**src/rtl/mcu_multicycle_ctrl.sv**
```systemverilog
// Multi-cycle sequencing controller for the 16-bit MCU datapath: steps each instruction
// through FETCH/DECODE/EXEC/MEM/WB, with run/single-step/halt control and a retire counter.
module mcu_multicycle_ctrl (
  input  logic        clk,
  input  logic        clear,
  input  logic [3:0]  opcode,
  input  logic        eq,
  input  logic        run,
  input  logic        step,
  output logic        ir_write,
  output logic        pc_write,
  output logic [1:0]  pc_src,
  output logic        reg_write,
  output logic        reg_dst,
  output logic        alu_src,
  output logic        mem_read,
  output logic        mem_write,
  output logic        mem_to_reg,
  output logic [2:0]  alu_op,
  output logic        halted,
  output logic        busy,
  output logic [2:0]  state,
  output logic [15:0] instr_count
);

  typedef enum logic [2:0] {
    S_IDLE   = 3'd0,
    S_FETCH  = 3'd1,
    S_DECODE = 3'd2,
    S_EXEC   = 3'd3,
    S_MEM    = 3'd4,
    S_WB     = 3'd5,
    S_HALTED = 3'd6
  } state_e;

  state_e      state_q, state_d;
  logic        retire;
  logic        in_ex;
  logic        is_rtype, is_addi, is_lw, is_sw, is_bne, is_jmp, is_halt;

  logic        ir_write_q, ir_write_d;
  logic        pc_write_q, pc_write_d;
  logic [1:0]  pc_src_q, pc_src_d;
  logic        bne_exec_q, bne_exec_d;
  logic        reg_write_q, reg_write_d;
  logic        reg_dst_q, reg_dst_d;
  logic        alu_src_q, alu_src_d;
  logic        mem_read_q, mem_read_d;
  logic        mem_write_q, mem_write_d;
  logic        mem_to_reg_q, mem_to_reg_d;
  logic [2:0]  alu_op_q, alu_op_d;
  logic        halted_q, halted_d;
  logic        busy_q, busy_d;
  logic [15:0] instr_count_q, instr_count_d;

  assign is_rtype = ~opcode[3];
  assign is_addi  = (opcode == 4'h8);
  assign is_lw    = (opcode == 4'h9);
  assign is_sw    = (opcode == 4'hA);
  assign is_bne   = (opcode == 4'hB);
  assign is_jmp   = (opcode == 4'hC);
  assign is_halt  = (opcode == 4'hD);

  always_comb begin
    state_d = state_q;
    retire  = 1'b0;
    case (state_q)
      S_IDLE:   if (run || step) state_d = S_FETCH;
      S_FETCH:  state_d = S_DECODE;
      S_DECODE: state_d = S_EXEC;
      S_EXEC: begin
        if (is_rtype || is_addi)  state_d = S_WB;
        else if (is_lw || is_sw)  state_d = S_MEM;
        else                      retire  = 1'b1;
      end
      S_MEM: begin
        if (is_lw) state_d = S_WB;
        else       retire  = 1'b1;
      end
      S_WB:     retire  = 1'b1;
      S_HALTED: state_d = S_HALTED;
      default:  state_d = S_IDLE;
    endcase
    if (retire) begin
      if (state_q == S_EXEC && is_halt) state_d = S_HALTED;
      else                              state_d = run ? S_FETCH : S_IDLE;
    end
  end

  // Outputs are computed for the state being entered; the IR is stable from DECODE on,
  // so EXEC-phase selects can be decoded one cycle early and held through MEM/WB.
  always_comb begin
    in_ex         = (state_d == S_EXEC) || (state_d == S_MEM) || (state_d == S_WB);
    ir_write_d    = (state_d == S_FETCH);
    pc_write_d    = (state_d == S_FETCH) || (state_d == S_EXEC && is_jmp);
    bne_exec_d    = (state_d == S_EXEC) && is_bne;
    pc_src_d      = 2'd0;
    if (state_d == S_EXEC && is_jmp)      pc_src_d = 2'd2;
    else if (state_d == S_EXEC && is_bne) pc_src_d = 2'd1;
    reg_write_d   = (state_d == S_WB);
    mem_read_d    = (state_d == S_MEM) && is_lw;
    mem_write_d   = (state_d == S_MEM) && is_sw;
    alu_src_d     = in_ex && (is_addi || is_lw || is_sw);
    reg_dst_d     = in_ex && is_rtype;
    mem_to_reg_d  = in_ex && is_lw;
    alu_op_d      = 3'b000;
    if (in_ex && is_rtype)    alu_op_d = opcode[2:0];
    else if (in_ex && is_bne) alu_op_d = 3'b001;
    halted_d      = (state_d == S_HALTED);
    busy_d        = (state_d != S_IDLE) && (state_d != S_HALTED);
    instr_count_d = instr_count_q + {15'd0, retire};
  end

  always_ff @(posedge clk) begin
    if (clear) begin
      state_q       <= S_IDLE;
      ir_write_q    <= 1'b0;
      pc_write_q    <= 1'b0;
      pc_src_q      <= 2'd0;
      bne_exec_q    <= 1'b0;
      reg_write_q   <= 1'b0;
      reg_dst_q     <= 1'b0;
      alu_src_q     <= 1'b0;
      mem_read_q    <= 1'b0;
      mem_write_q   <= 1'b0;
      mem_to_reg_q  <= 1'b0;
      alu_op_q      <= 3'b000;
      halted_q      <= 1'b0;
      busy_q        <= 1'b0;
      instr_count_q <= 16'd0;
    end else begin
      state_q       <= state_d;
      ir_write_q    <= ir_write_d;
      pc_write_q    <= pc_write_d;
      pc_src_q      <= pc_src_d;
      bne_exec_q    <= bne_exec_d;
      reg_write_q   <= reg_write_d;
      reg_dst_q     <= reg_dst_d;
      alu_src_q     <= alu_src_d;
      mem_read_q    <= mem_read_d;
      mem_write_q   <= mem_write_d;
      mem_to_reg_q  <= mem_to_reg_d;
      alu_op_q      <= alu_op_d;
      halted_q      <= halted_d;
      busy_q        <= busy_d;
      instr_count_q <= instr_count_d;
    end
  end

  // The branch-taken PC load is the one path that sees eq combinationally.
  assign pc_write    = pc_write_q | (bne_exec_q & ~eq);
  assign ir_write    = ir_write_q;
  assign pc_src      = pc_src_q;
  assign reg_write   = reg_write_q;
  assign reg_dst     = reg_dst_q;
  assign alu_src     = alu_src_q;
  assign mem_read    = mem_read_q;
  assign mem_write   = mem_write_q;
  assign mem_to_reg  = mem_to_reg_q;
  assign alu_op      = alu_op_q;
  assign halted      = halted_q;
  assign busy        = busy_q;
  assign state       = state_q;
  assign instr_count = instr_count_q;

endmodule

```
**config.mk**
```make
export PLATFORM = sky130hd
export DESIGN_NAME = mcu_multicycle_ctrl
export DESIGN_NICKNAME = d
export VERILOG_FILES = /design/src/rtl/mcu_multicycle_ctrl.sv
export SDC_FILE = /design/constraint.sdc
export NUM_CORES = 1
export LEC_CHECK = 0
export ABC_AREA = 1
export CAP_MARGIN = 20
export CELL_PAD_IN_SITES_DETAIL_PLACEMENT = 1
export CELL_PAD_IN_SITES_GLOBAL_PLACEMENT = 1
export CORE_MARGIN = 4
export CORE_UTILIZATION = 33
export CTS_CLUSTER_SIZE = 12
export DETAILED_ROUTE_END_ITERATION = 6
export PLACE_DENSITY = 0.77
export SETUP_SLACK_MARGIN = 0.15
export SKIP_CTS_REPAIR_TIMING = 1
export SLEW_MARGIN = 10
export SYNTH_ARGS = -nofsm -noshare
export SYNTH_HDL_FRONTEND = slang
export SYNTH_SLANG_ARGS = --single-unit
export TNS_END_PERCENT = 1
```
**constraint.sdc**
```tcl
create_clock -name clk -period 2.5 [get_ports clk]
set_clock_uncertainty 0.05 [all_clocks]
set_input_delay 0.25 -clock clk [delete_from_list [all_inputs] [get_ports clk]]
set_output_delay 0.25 -clock clk [all_outputs]
set_load 0.02 [all_outputs]
```
Word level (Yosys, flattened, before mapping)
Index checks and enable logic that the tools add are counted.
Word-level totals
  memory bits (writable): 0
  output and inout port bits: 34
  logic and storage cells: 76
  flip-flop bits (word level): 35
  memory bits (read-only): 0
  latch bits: 0
  memories kept: 0
Operators by class
  order comparisons: 0
  div/mod/pow operators: 0
  reductions and logical operators: 21
  equality and inequality tests: 18
  bitwise logic cells: 4
  muxes and demuxes: 16
  $add $sub $neg: 1
  $mul: 0
  shift operators: 0
Operators with widths (number)
  $eq A4 B4 Y1 const B: 6
  $mux W3: 7
  $pmux W3 S7: 1
  $eq A3 B3 Y1 const B: 6
  $add A16 B1 Y16: 1
  $logic_and A1 B1 Y1: 10
  $eq A3 B2 Y1 const B: 3
  $logic_or A1 B1 Y1: 8
  $eq A3 B1 Y1 const B: 2
  $mux W1: 6
  $logic_not A3 Y1: 1
  $ne A3 B3 Y1 const B: 1
  $pmux W1 S3: 1
  $reduce_bool A3 Y1: 1
  $mux W2: 1
  $not A1 Y1: 2
  $reduce_or A2 Y1: 1
  $and A1 B1 Y1: 1
  $or A1 B1 Y1: 1

Depth between registers and ports, before layout
  word-level depth: 12
  gate-level depth with buffers: 16
  gate-level depth less buffers: 16

Least setup slack after synthesis
OpenSTA, ideal clock, no wires.
  path type: flip-flop to flip-flop
  start point: reg state_q[1], in the netlist state[1]
  end point: reg instr_count_q[14], in the netlist instr_count[14]
  slack: 0.271 ns
  setup time: 0.115 ns
  arrival time: 2.064 ns
  period minus slack after synthesis: 2.229 ns
  stages on the path, launching flop included: 16
  path buffers: 0
  cells stage by stage: dfxtp_1 -> nand2_1 -> nor2_1 -> nand3_1 -> nand2_4 -> ha_1 -> ha_1 -> nand2_1 -> inv_1 -> nand3_1 -> nor2_1 -> nand4_1 -> inv_1 -> nand3_1 -> nand2_1 -> nor2_1
On the way
  cells in the longest elaborated chain, start to end: 3
RTL lines
  start, declared: line 36  | state_e state_q, state_d;
  start signal, assigned: line 132  | state_q <= state_d;
  $eq A3 B3 Y1 or $eq A3 B2 Y1 (tied branches): line 67  | case (state_q)
  $pmux W1 S3 *: line 67
  $add A16 B1 Y16 *: line 111  | instr_count_d = instr_count_q + {15'd0, retire};
  end signal, assigned: line 146  | instr_count_q <= instr_count_d;
  end, declared: line 54  | logic [15:0] instr_count_q, instr_count_d;
Mark *: on every way between the ends. The rest lies on a longest branch, timed or not.
A chain may end at the register's enable or synchronous reset.

Final worst setup path
  start point: in opcode[1]
  end point: reg instr_count_q[14], in the netlist instr_count[14]
On the way
  cells in the longest elaborated chain, start to end: 6
RTL lines
  start, declared: line 6  | input logic [3:0] opcode,
  $eq A4 B4 Y1, on equally long branches: line 58, 59
  $logic_or A1 B1 Y1: line 73  | else if (is_lw || is_sw) state_d = S_MEM;
  $mux W1: line 73
  $mux W1: line 72  | if (is_rtype || is_addi) state_d = S_WB;
  $pmux W1 S3 *: line 67
  $add A16 B1 Y16 *: line 111
Marked as above.

==> results.md <==
Status:
- The flow ran to the end, and the final reports show no timing, DRC or antenna violations.

Die:
- In this run the core area contains 24 standard-cell rows.
- The die span in y is 75.7 microns.
- The floorplan step set the die width to 75.7 microns.
- The number of top-level design ports is 43.
- The die outline area is 0.00573 sq mm.
- The core region is 0.00438 sq mm.
- Once the floorplan was initialized, standard cells occupied 34.5% of the core.

CTS:
- The library cell used as clock root buffer is sky130_fd_sc_hd__clkbuf_8.
- TritonCTS built the clock tree.
- The number of clock sinks is 35.
- The clock transition at the registers of the reported paths is 70 ps.
- The clock passes through at most 2 buffers.
- The later pin in the worst-skew pair is clocked with a latency of 290 ps.
- The number of clock buffers added by TritonCTS is 5.
- The number of H-tree levels is 2.

STA:
- The worst-margin pin slew is 415 ps.
- The minimum hold slack is 277 ps.
- The accumulated negative setup slack is 0 ps.
- Setup repair after global routing left no endpoint under its margin.
- In this run the tightest slew margin relative to its limit is 72.1%.
- Setup violations remaining at the end of the flow were counted as 0.
- The final-report hold violation count is 0.
- The minimum clock period after layout is 2170 ps.
- The final number of max-transition violations came to 0.
- The fraction of the cycle the final worst path needs is 86.8%.
- Static timing analysis puts the maximum clock frequency at 461 MHz.
- The worst path meets setup with 329 ps of slack.

Layout:
- The signed area change from the synthesized netlist to the final layout is 46.7%.
- The fraction of final layout cells with drive strength greater than 1 is 16.5%.
- The top cell types in the final layout, fill and taps aside, are sky130_fd_sc_hd__nand2_1 (43), sky130_fd_sc_hd__clkdlybuf4s50_1 (41), sky130_fd_sc_hd__dfxtp_1 (33).
- The flip-flop count of the largest register, all copies and words added is 16.
- The repair_antennas step left the layout with diodes totalling 0.
- The final standard cell utilization of the core is 50.6%.
- The final layout net count is 277.
- Leaving out fill and tap cells, the most frequent cell in the layout is sky130_fd_sc_hd__nand2_1.

Synth:
- After synthesis the netlist holds a flip-flop and latch count of 35.
- The number of instances in the synthesized netlist is 206.
- The Yosys step of the flow raised 0 warnings.
- Counting distinct cell types in the post-synthesis netlist gives 26.
- In the synthesized netlist the dominant register cell turns out to be sky130_fd_sc_hd__dfxtp_1.
- The number of synthesized flops with an enable pin is 0.
- Sequential cells were found to cover 46.3% of the synthesized design area.
- Each instance of the synthesized netlist takes up on average 7.34 sq um.
- The synthesized netlist occupies a cell area of 0.00151 sq mm.
- Counting flops with an async set or reset pin after synthesis yields a share of 0%.
- The number of nets in the synthesized netlist is 217.

Critical path:
- The worst reg2reg path startpoint is state[0].
- The required time reported for the critical path endpoint is 2640 ps.
- The worst reg-to-reg setup slack is 360 ps.
- The maximum fanout along the worst path is 3.
- The worst register-to-register path ends at instr_count[14].
- The critical path class is input port to register.
- The worst path arrival time is 2310 ps.
- The endpoint kind of the worst setup timing path is a register.
- The startpoint kind of the worst setup timing path is an input port.
- The number of cells traversed by the worst register-to-register path is 16.

Routing:
- The first detailed-routing pass took 4 iterations.
- In this run, the number of DRC markers left after iteration 0 of detailed routing was 93.
- The number of antenna-violating nets in the routed design is 0.
- The post-detailed-route DRC marker count is 0.
- Summed over all layers, the routed wires come to 4380 microns.
- The total via count after detailed routing is 1,505.
- The wire length per cell is 13.7 microns.
- Dividing the detail-routed via count by the number of cells gives 4.72.

Min path:
- Along the worst hold path, the cell count comes to 3.
- The class of the tightest hold or removal check is input port to register.
- The path with the worst hold slack has its endpoint at alu_op[0].
- The start point of the worst hold path is opcode[0].

GRT:
- The sum of overflow across all layers after global routing is 0.
- The via count of the first global-routing pass is 1,553.
- The all-layer global routing usage is 16.5%.
- The first global-routing pass estimated 7040 microns of wire.
- The initial antenna violation count is 0.
- The pin count of the biggest net entering global routing is 18.

Placement:
- The placer congestion estimate is 0.864.
- The worst slack at placement is -35.2 ps.
- In this run the tool buffered the top-level ports with 42 buffer cells.
- After legalization and detailed placement, the total HPWL measured 3280 microns.

Flow run:
- The count of maximum capacitance violations is 0.

Power:
- The maximum resistive drop on vdd is 0.435 mV.
- The total power density per cell area is 785 mW/mm^2.
- The leakage power of the design is 0.950 nW.
final cells by class:
class	instances	area, sq um
clock buffers	8	100
fillers	550	2170
inverters	32	120
multi-input cells	137	707
flip-flops and latches	35	706
well taps	52	65.1
repair buffers	55	520
cell families after synthesis:
| family | Yosys count | synth area share (%) |
|---|---|---|
| AND/OR/NAND/NOR | 113 | 34.1 |
| XOR/XNOR | 5 | 2.89 |
| adder cells (fa/ha/maj) | 2 | 1.65 |
| buffers and inverters | 34 | 8.44 |
| flip-flops | 35 | 46.3 |
| AO/OA/AOI/OAI | 17 | 6.62 |
worst max-delay path, cell delays in order:
cell                              delay (ps)
sky130_fd_sc_hd__clkdlybuf4s50_1         430
sky130_fd_sc_hd__buf_4                   150
sky130_fd_sc_hd__nor2_2                  160
sky130_fd_sc_hd__nand3_2                 100
sky130_fd_sc_hd__nand2_2                 110
sky130_fd_sc_hd__nand2_4                  50
sky130_fd_sc_hd__ha_1                    190
sky130_fd_sc_hd__ha_2                    180
sky130_fd_sc_hd__nand2_1                  60
sky130_fd_sc_hd__inv_1                    50
sky130_fd_sc_hd__nand3_1                 110
sky130_fd_sc_hd__nor2_2                   70
sky130_fd_sc_hd__nand4_1                 120
sky130_fd_sc_hd__inv_1                    70
sky130_fd_sc_hd__a21oi_1                 140
sky130_fd_sc_hd__nor2_1                   60
where the power goes:
part | switching [mW] | total [mW] | internal (mW)
logic | 0.378 | 0.621 | 0.243
registers | 0.0391 | 0.662 | 0.623
clock network | 0.206 | 0.458 | 0.252
routing by layer:
| layer | routed length, microns | track usage, % | part of all wire (%) | vias up |
|---|---|---|---|---|
| met4 | 98 | 6.99 | 2.2 | 0 |
| met1 | 2020 | 20.4 | 46 | 706 |
| met5 | 0 | 0 | 0 | - |
| li1 | - | - | - | 761 |
| met2 | 2090 | 27.0 | 48 | 31 |
| met3 | 175 | 4.35 | 4.0 | 7 |
worst max path at each step:
| stage | slack, ps | cells after the start | endpoint | start |
|---|---|---|---|---|
| global route | 150 | 16 | instr_count[14] | state[0] |
| detailed placement | -40 | 16 | instr_count[14] | opcode[0] |
| CTS | 180 | 15 | instr_count[14] | state[1] |
| floorplan | 270 | 15 | instr_count[14] | state[1] |
| finish | 330 | 16 | instr_count[14] | opcode[1] |
| global placement | 60 | 16 | instr_count[14] | opcode[0] |
metrics by stage:
step,instance area [sq um],std cells,power (mW)
6_report,2220,319,1.74
2_1_floorplan,1510,206,1.03
5_1_grt,2220,319,1.86
3_5_place_dp,2090,311,1.28
4_1_cts,2190,319,1.75
3_3_place_gp,2090,311,1.26
Yosys cell counts, types with 2 or more instances:
master / number / area [sq um]
sky130_fd_sc_hd__nor2_1: 33 / 124
sky130_fd_sc_hd__o21bai_1: 2 / 15.0
sky130_fd_sc_hd__nor4_1: 3 / 18.8
sky130_fd_sc_hd__xor2_1: 4 / 35.0
sky130_fd_sc_hd__clkbuf_1: 2 / 7.51
sky130_fd_sc_hd__o21ai_0: 5 / 25.0
sky130_fd_sc_hd__nand2_1: 44 / 165
sky130_fd_sc_hd__nor2_2: 6 / 37.5
sky130_fd_sc_hd__a21oi_1: 7 / 35.0
sky130_fd_sc_hd__nand3_1: 11 / 55.1
sky130_fd_sc_hd__nand4_1: 5 / 31.3
sky130_fd_sc_hd__ha_1: 2 / 25.0
sky130_fd_sc_hd__inv_1: 30 / 113
sky130_fd_sc_hd__dfxtp_1: 35 / 701
sky130_fd_sc_hd__nor3b_1: 2 / 15.0
sky130_fd_sc_hd__nand2_2: 5 / 31.3
(Power assumes the default switching activity.)
